## src/rtl/alu_sequenciador.sv

```systemverilog
// ---------------------------------------------------------------------------
// alu_sequenciador
// Execute-stage sequencer wrapped around the combinational 8-bit ALU.
// It accepts one instruction per valid/ready handshake, fetches its operands
// from an internal register file, drives the ALU inputs, and captures the
// ALU result and flags. It then writes the result back and updates the
// architectural flags register.
// Sequence: IDLE -> FETCH -> EXEC -> WRITE -> IDLE (one instruction per 4 cycles).
//
// Ports:
//   clk, reset            clock (rising edge), async active-high reset
//   instr_valid/ready     decode handshake
//   instr_op/rd/rs/rt     operation code, destination and source registers
//   instr_imm_en/imm      select immediate as operand B, immediate value
//   alu_a/b/operacao      registered ALU inputs
//   alu_resultado/flags   ALU outputs (flags = {N,Z,C,P,I,D,V,-})
//   done/done_rd/done_data  one-cycle retirement pulse with destination/result
//   flags_reg             architectural flags register
//   dbg_addr/dbg_data     combinational register-file read port
// ---------------------------------------------------------------------------
module alu_sequenciador #(
  parameter int DATA_W   = 8,
  parameter int NUM_REGS = 8,
  parameter int REG_AW   = 3
) (
  input  logic              clk,
  input  logic              reset,
  input  logic              instr_valid,
  output logic              instr_ready,
  input  logic [3:0]        instr_op,
  input  logic [REG_AW-1:0] instr_rd,
  input  logic [REG_AW-1:0] instr_rs,
  input  logic [REG_AW-1:0] instr_rt,
  input  logic              instr_imm_en,
  input  logic [DATA_W-1:0] instr_imm,
  output logic [DATA_W-1:0] alu_a,
  output logic [DATA_W-1:0] alu_b,
  output logic [3:0]        alu_operacao,
  input  logic [DATA_W-1:0] alu_resultado,
  input  logic [DATA_W-1:0] alu_flags,
  output logic              done,
  output logic [REG_AW-1:0] done_rd,
  output logic [DATA_W-1:0] done_data,
  output logic [DATA_W-1:0] flags_reg,
  input  logic [REG_AW-1:0] dbg_addr,
  output logic [DATA_W-1:0] dbg_data
);

  typedef enum logic [1:0] {
    IDLE  = 2'd0,
    FETCH = 2'd1,
    EXEC  = 2'd2,
    WRITE = 2'd3
  } state_t;

  state_t state, state_nxt;

  // Latched instruction fields
  logic [3:0]        op_p0;
  logic [REG_AW-1:0] rd_p0;
  logic [REG_AW-1:0] rs_p0;
  logic [REG_AW-1:0] rt_p0;
  logic              imm_en_p0;
  logic [DATA_W-1:0] imm_p0;

  // Captured ALU outputs
  logic [DATA_W-1:0] res_p2;
  logic [DATA_W-1:0] flg_p2;

  logic [DATA_W-1:0] regs [NUM_REGS];

  logic is_nop;

  // R0 is hard-wired to zero on every read path.
  function automatic logic [DATA_W-1:0] read_reg(input logic [REG_AW-1:0] idx);
    if (idx == '0) return '0;
    return regs[idx];
  endfunction

  // Carry is only architecturally meaningful for add (0000) and sub (0001).
  function automatic logic [DATA_W-1:0] mask_flags(input logic [3:0]        op,
                                                   input logic [DATA_W-1:0] f);
    logic [DATA_W-1:0] m;
    m = f;
    if (op != 4'd0 && op != 4'd1) m[5] = 1'b0;
    return m;
  endfunction

  assign is_nop      = (op_p0[3:1] == 3'b111);
  assign instr_ready = (state == IDLE) && !reset;

  always_comb begin
    dbg_data = read_reg(dbg_addr);
  end

  always_ff @(posedge clk or posedge reset) begin
    if (reset) state <= IDLE;
    else       state <= state_nxt;
  end

  always_comb begin
    state_nxt = state;
    case (state)
      IDLE:    if (instr_valid) state_nxt = FETCH;
      FETCH:   state_nxt = EXEC;
      EXEC:    state_nxt = WRITE;
      WRITE:   state_nxt = IDLE;
      default: state_nxt = IDLE;
    endcase
  end

  // p0: instruction capture; p2: ALU output capture
  always_ff @(posedge clk) begin
    if (state == IDLE && instr_valid && instr_ready) begin
      op_p0     <= instr_op;
      rd_p0     <= instr_rd;
      rs_p0     <= instr_rs;
      rt_p0     <= instr_rt;
      imm_en_p0 <= instr_imm_en;
      imm_p0    <= instr_imm;
    end
    if (state == EXEC) begin
      res_p2 <= alu_resultado;
      flg_p2 <= alu_flags;
    end
  end

  // p1: operand fetch into ALU inputs; p3: write-back and retirement
  always_ff @(posedge clk or posedge reset) begin
    if (reset) begin
      for (int i = 0; i < NUM_REGS; i++) regs[i] <= '0;
      flags_reg    <= '0;
      alu_a        <= '0;
      alu_b        <= '0;
      alu_operacao <= '0;
      done         <= 1'b0;
      done_rd      <= '0;
      done_data    <= '0;
    end else begin
      done <= 1'b0;
      case (state)
        FETCH: begin
          alu_a        <= read_reg(rs_p0);
          alu_b        <= imm_en_p0 ? imm_p0 : read_reg(rt_p0);
          alu_operacao <= op_p0;
        end
        WRITE: begin
          done      <= 1'b1;
          done_rd   <= rd_p0;
          done_data <= is_nop ? '0 : res_p2;
          if (!is_nop) begin
            if (rd_p0 != '0) regs[rd_p0] <= res_p2;
            flags_reg <= mask_flags(op_p0, flg_p2);
          end
        end
        default: ;
      endcase
    end
  end

endmodule

```

## config.mk

```make
export PLATFORM = sky130hd
export DESIGN_NAME = alu_sequenciador
export DESIGN_NICKNAME = d
export VERILOG_FILES = /design/src/rtl/alu_sequenciador.sv
export SDC_FILE = /design/constraint.sdc
export NUM_CORES = 1
export LEC_CHECK = 0
export BUFFER_PORTS_ARGS = -buffer_cell sky130_fd_sc_hd__clkbuf_2
export CAP_MARGIN = 20
export CORE_ASPECT_RATIO = 0.5
export CORE_UTILIZATION = 47
export CTS_CLUSTER_DIAMETER = 150
export DETAILED_ROUTE_END_ITERATION = 7
export GPL_ROUTABILITY_DRIVEN = 1
export PLACE_DENSITY_LB_ADDON = 0.25
export SYNTH_ARGS = -nofsm -noshare
export SYNTH_HDL_FRONTEND = slang
export SYNTH_SLANG_ARGS = --single-unit
export TNS_END_PERCENT = 1
```

## constraint.sdc

```tcl
create_clock -name clk -period 7.9 [get_ports clk]
set_input_delay 0.79 -clock clk [delete_from_list [all_inputs] [get_ports clk]]
set_output_delay 0.79 -clock clk [all_outputs]
set_load 0.1 [all_outputs]
```

# Yosys cells after proc, flatten, opt, wreduce, memory -nomap -nowiden

Index checks and enable logic that the tools add are counted.
W data, S select, Z words.

Memories: 0
Flip-flop bits (word level): 144
Latch bits: 0
Memory bits (writable): 0
Output and inout bits: 49
Logic and storage cells: 83
Memory bits (read-only): 0

Muxes and demuxes: 29
Bitwise logic cells: 5
Multiply operators: 0
Eq/ne operators: 6
Div/mod/pow operators: 0
Add/sub/neg operators: 0
Shifts and indexed selects: 0
$lt $le $gt $ge: 5
Reduce and logical (&&, ||, !) cells: 14

Operator list:

| operator             | count |
|---|---|
| $mux W8              | 15 |
| $bmux W8 S3          | 3 |
| $bwmux W64           | 1 |
| $demux W8 S3         | 1 |
| $ge A4 B4 Y1 const B | 4 |
| $not A3 Y4           | 4 |
| $logic_not A3 Y1     | 3 |
| $pmux W2 S4          | 1 |
| $mux W1              | 7 |
| $logic_and A1 B1 Y1  | 5 |
| $eq A2 B2 Y1 const B | 2 |
| $lt A4 B1 Y1 const B | 1 |
| $ne A4 B1 Y1 const B | 1 |
| $reduce_bool A4 Y1   | 1 |
| $eq A3 B3 Y1 const B | 1 |
| $reduce_and A3 Y1    | 1 |
| $reduce_bool A3 Y1   | 1 |
| $eq A2 B1 Y1 const B | 1 |
| $logic_not A2 Y1     | 1 |
| $mux W2              | 1 |
| $ne A2 B2 Y1 const B | 1 |
| $reduce_and A2 Y1    | 1 |
| $logic_not A1 Y1     | 1 |
| $not A1 Y1           | 1 |

# Depth between registers and ports, before layout

Depth in word-level cells: 6
Depth in mapped cells: 6

# Least setup slack after synthesis

Ideal clock, no wire load.

Kind: input -> output
Start: input dbg_addr[1]
End: output dbg_data[7]
Data arrival time: 3,649 ps
Stages: 5
Setup slack: 3,461 ps
Cell sequence: clkbuf_1 -> nor2b_1 -> clkbuf_1 -> a22oi_1 -> o21ai_0

Longest elaborated chain between the ends: 5
Elaborated cells on any way between the ends: 7

Ends and longest elaborated chain:

| element                                     | line | source |
|---|---|---|
| from (decl)                                 | 45   | `input logic [REG_AW-1:0] dbg_addr,` |
| $not A3 Y4 (implied by the code)            | 77   | `return regs[idx];` |
| $bmux W8 S3                                 | 77   |  |
| $mux W8 (implied by the code) (2 in series) | 77   |  |
| $mux W8 *                                   | 77   |  |
| to (decl)                                   | 46   | `output logic [DATA_W-1:0] dbg_data` |

Every way passes the cells marked *; elsewhere a longest branch is shown, timed or not. The select of a mux whose other input is x is not followed.

# Worst setup path in the final report

Start: input dbg_addr[1]
End: output dbg_data[5]

Same word-level chain as after synthesis.

==> impl_metrics.json <==
{
  "status": "completed",
  "crit_family": "buffers and inverters",
  "slew_viol_final": 0,
  "slew_headroom_pct": 38.5,
  "post-route-period-util_pct": 47.4,
  "grtUsageTotal_pct": 23.2,
  "clock-sinks": 136,
  "cts_tree": "built",
  "critical_path.max_fanout": 17,
  "drt-initial-drc-count": 229,
  "tns_ns": 0,
  "wire_per_inst_um": 20.8,
  "timing.rr.start": "state[0]",
  "multi_input_area_um2": 2550,
  "critPathRequiredTime_ns": 7.11,
  "r2r-end": "regs[33]",
  "grt_pass1_wl_mm": 24.5,
  "numCtsBuffers": 17,
  "layout-drive-gt1-share_pct": 42.3,
  "dieArea_um2": 14100,
  "ys_seq_area_share_pct": 56.2,
  "die_x_um": 167,
  "r2r_setup_slack_ns": 4.75,
  "drtPass1Iterations": 4,
  "gp_congestion": 0.833,
  "syn_nets": 520,
  "nFillCells": 1024,
  "drv_cap": 0,
  "yosysUniqueCellTypes": 40,
  "setup_violations": 0,
  "ios": 93,
  "postRouteAntennaNets": 0,
  "yosysTopAreaCellShare_pct": 38.4,
  "synth_area_um2": 6390,
  "post_cts_buffers": 0,
  "syn2layout_area_growth_pct": 18.7,
  "regArea_um2": 3590,
  "path_cells": "clkbuf_2, nor2b_1, a221oi_1, a21oi_1, clkbuf_2",
  "place_hpwl_mm": 10.1,
  "avgViaCountPerCell": 5.77,
  "cts_buffer_depth": 2,
  "rows": 29,
  "htree_num_levels": 4,
  "synth_area_leaders": "dfrtp_1 38%, edfxtp_1 18%, mux2_2 14%",
  "cts_root_buf": "clkbuf_16",
  "ys_warn_count": 0,
  "clk_pin_slew_ns": 0.06,
  "cpMostUsedCell": "clkbuf_2",
  "start_util_pct": 49.3,
  "cp.arrival_ns": 2.96,
  "tightest_slew_ns": 0.920,
  "synth-seq-cells": 136,
  "grt_pass1_vias": 4235,
  "netlist.top_cell.by_area": "dfrtp_1",
  "antenna_found_initial": 0,
  "hold_viol_final": 0,
  "overflow": 0,
  "drc": 0,
  "cts.hold.buffers_added": 0,
  "largest-register": "regs",
  "core_um2": 13000,
  "fp.dieH_um": 84.5,
  "crit_path_end_kind": "output port",
  "drt-total-wl_mm": 15.4,
  "r2r_cells": 4,
  "cp_slowest_stage_delay_ns": 0.80,
  "synth_cells": 472,
  "via_count": 4285,
  "avgSynthCellArea_um2": 13.5,
  "path_buf_inv": 2,
  "clkLatencyLatePin_ns": 0.41,
  "rsz0062_at_grt": "false",
  "grt_max_degree": 78,
  "min_period_ns": 3.75,
  "antennaDiodeCount": 0,
  "largest_reg_flops": 56,
  "maxClockFrequency_ghz": 0.267,
  "final_nets": 607,
  "critPathSlowestCell": "nor2b_1",
  "worstSetupPathType": "input port to output port",
  "min_path_type": "input port to async pin",
  "portBuffers": 92,
  "cp-start-kind": "input port",
  "fin_worst_skew_ns": 0.0124,
  "ctsResizeCount": 0
}
[cell usage after synthesis, drive strengths merged]
| cell | count |
|---|---|
| a221o | 1 |
| buf | 14 |
| mux4 | 12 |
| a21oi | 15 |
| nor2b | 7 |
| mux2i | 19 |
| o22ai | 6 |
| o31ai | 2 |
| or4b | 2 |
| a211oi | 1 |
| o221ai | 5 |
| nand2b | 2 |
| mux2 | 97 |
| nand2 | 37 |
| o21ai | 17 |
| ha | 4 |
| nand4b | 3 |
| a2111oi | 1 |
| o21a | 2 |
| and2 | 2 |
| a22oi | 6 |
| inv | 28 |
| dfrtp | 98 |
| a311o | 1 |
| o211ai | 2 |
| a221oi | 18 |
| edfxtp | 38 |
| nor4b | 1 |
| nand4 | 1 |
| nand3 | 2 |
| and3 | 1 |
| nor2 | 5 |
| clkbuf | 16 |
| a22o | 6 |
[placed cells by master, fill, tap and decap left out, drive strengths merged]
| cell type | instances |
|---|---|
| nand2b | 2 |
| nor2 | 5 |
| clkinvlp | 3 |
| inv | 33 |
| bufinv | 2 |
| nor4b | 1 |
| buf | 6 |
| o31ai | 2 |
| o21ai | 17 |
| nand4 | 1 |
| nor2b | 7 |
| a21oi | 15 |
| o22ai | 6 |
| and3 | 1 |
| o21a | 2 |
| mux2i | 19 |
| a22oi | 6 |
| and2 | 2 |
| ha | 4 |
| a22o | 6 |
| a211oi | 1 |
| dfrtp | 98 |
| o221ai | 5 |
| mux4 | 12 |
| a2111oi | 1 |
| a221oi | 18 |
| or4b | 2 |
| clkbuf | 109 |
| o211ai | 2 |
| nand4b | 3 |
| nand2 | 37 |
| edfxtp | 38 |
| a221o | 1 |
| nand3 | 2 |
| clkinv | 5 |
| a311o | 1 |
| mux2 | 97 |
[final cells by class]
type	instances	area share, %
Clock buffer	17	5.61
Sequential cell	136	47.4
Inverter	28	1.42
Tap cell	170	2.80
Multi-Input combinational cell	278	33.6
Timing Repair Buffer	98	6.93
Clock inverter	15	2.23
[per-layer routing]
metal	global-route usage, %	up-vias	part of all wire [%]
met2	34.8	141	45
met1	32.6	2186	46
li1	-	1938	-
met5	0	-	0
met3	6.46	20	7.1
met4	7.66	0	1.4
[per-stage QoR]
step / std cells / utilization [%] / cell area (um^2) / hold WS, ns / worst slack, ns
finish: 742 / 58.6 / 7580 / 0.324 / 4.15
global route: 742 / 58.6 / 7580 / 0.358 / 4.05
CTS: 741 / 58.3 / 7560 / 0.334 / 4.22
detailed placement: 709 / 53.8 / 6960 / 0.424 / 4.23
global placement: 709 / 53.8 / 6960 / 0.416 / 4.26
floorplan: 472 / - / 6390 / 0.415 / 3.46
[how the worst max path moves through the flow]
stage | to | cells past startpoint | startpoint
2_1_floorplan | dbg_data[7] | 5 | dbg_addr[1]
3_3_place_gp | dbg_data[5] | 5 | dbg_addr[1]
3_5_place_dp | dbg_data[5] | 5 | dbg_addr[1]
4_1_cts | dbg_data[5] | 5 | dbg_addr[1]
5_1_grt | dbg_data[5] | 5 | dbg_addr[1]
6_report | dbg_data[5] | 5 | dbg_addr[1]
[kinds of logic (layout without fill, tap and decap cells)]
family	count (synthesis)	after routing	share of synthesized area, %
adder cells (fa/ha/maj)	4	4	0.783
AO/OA/AOI/OAI	83	83	9.04
AND/OR/NAND/NOR	63	63	4.86
multiplexers	128	128	25.2
flip-flops	136	136	56.2
buffers and inverters	58	158	3.86
Power is not shown: default switching activity piles up to over one toggle a cycle in this logic, so the estimate is an artifact.
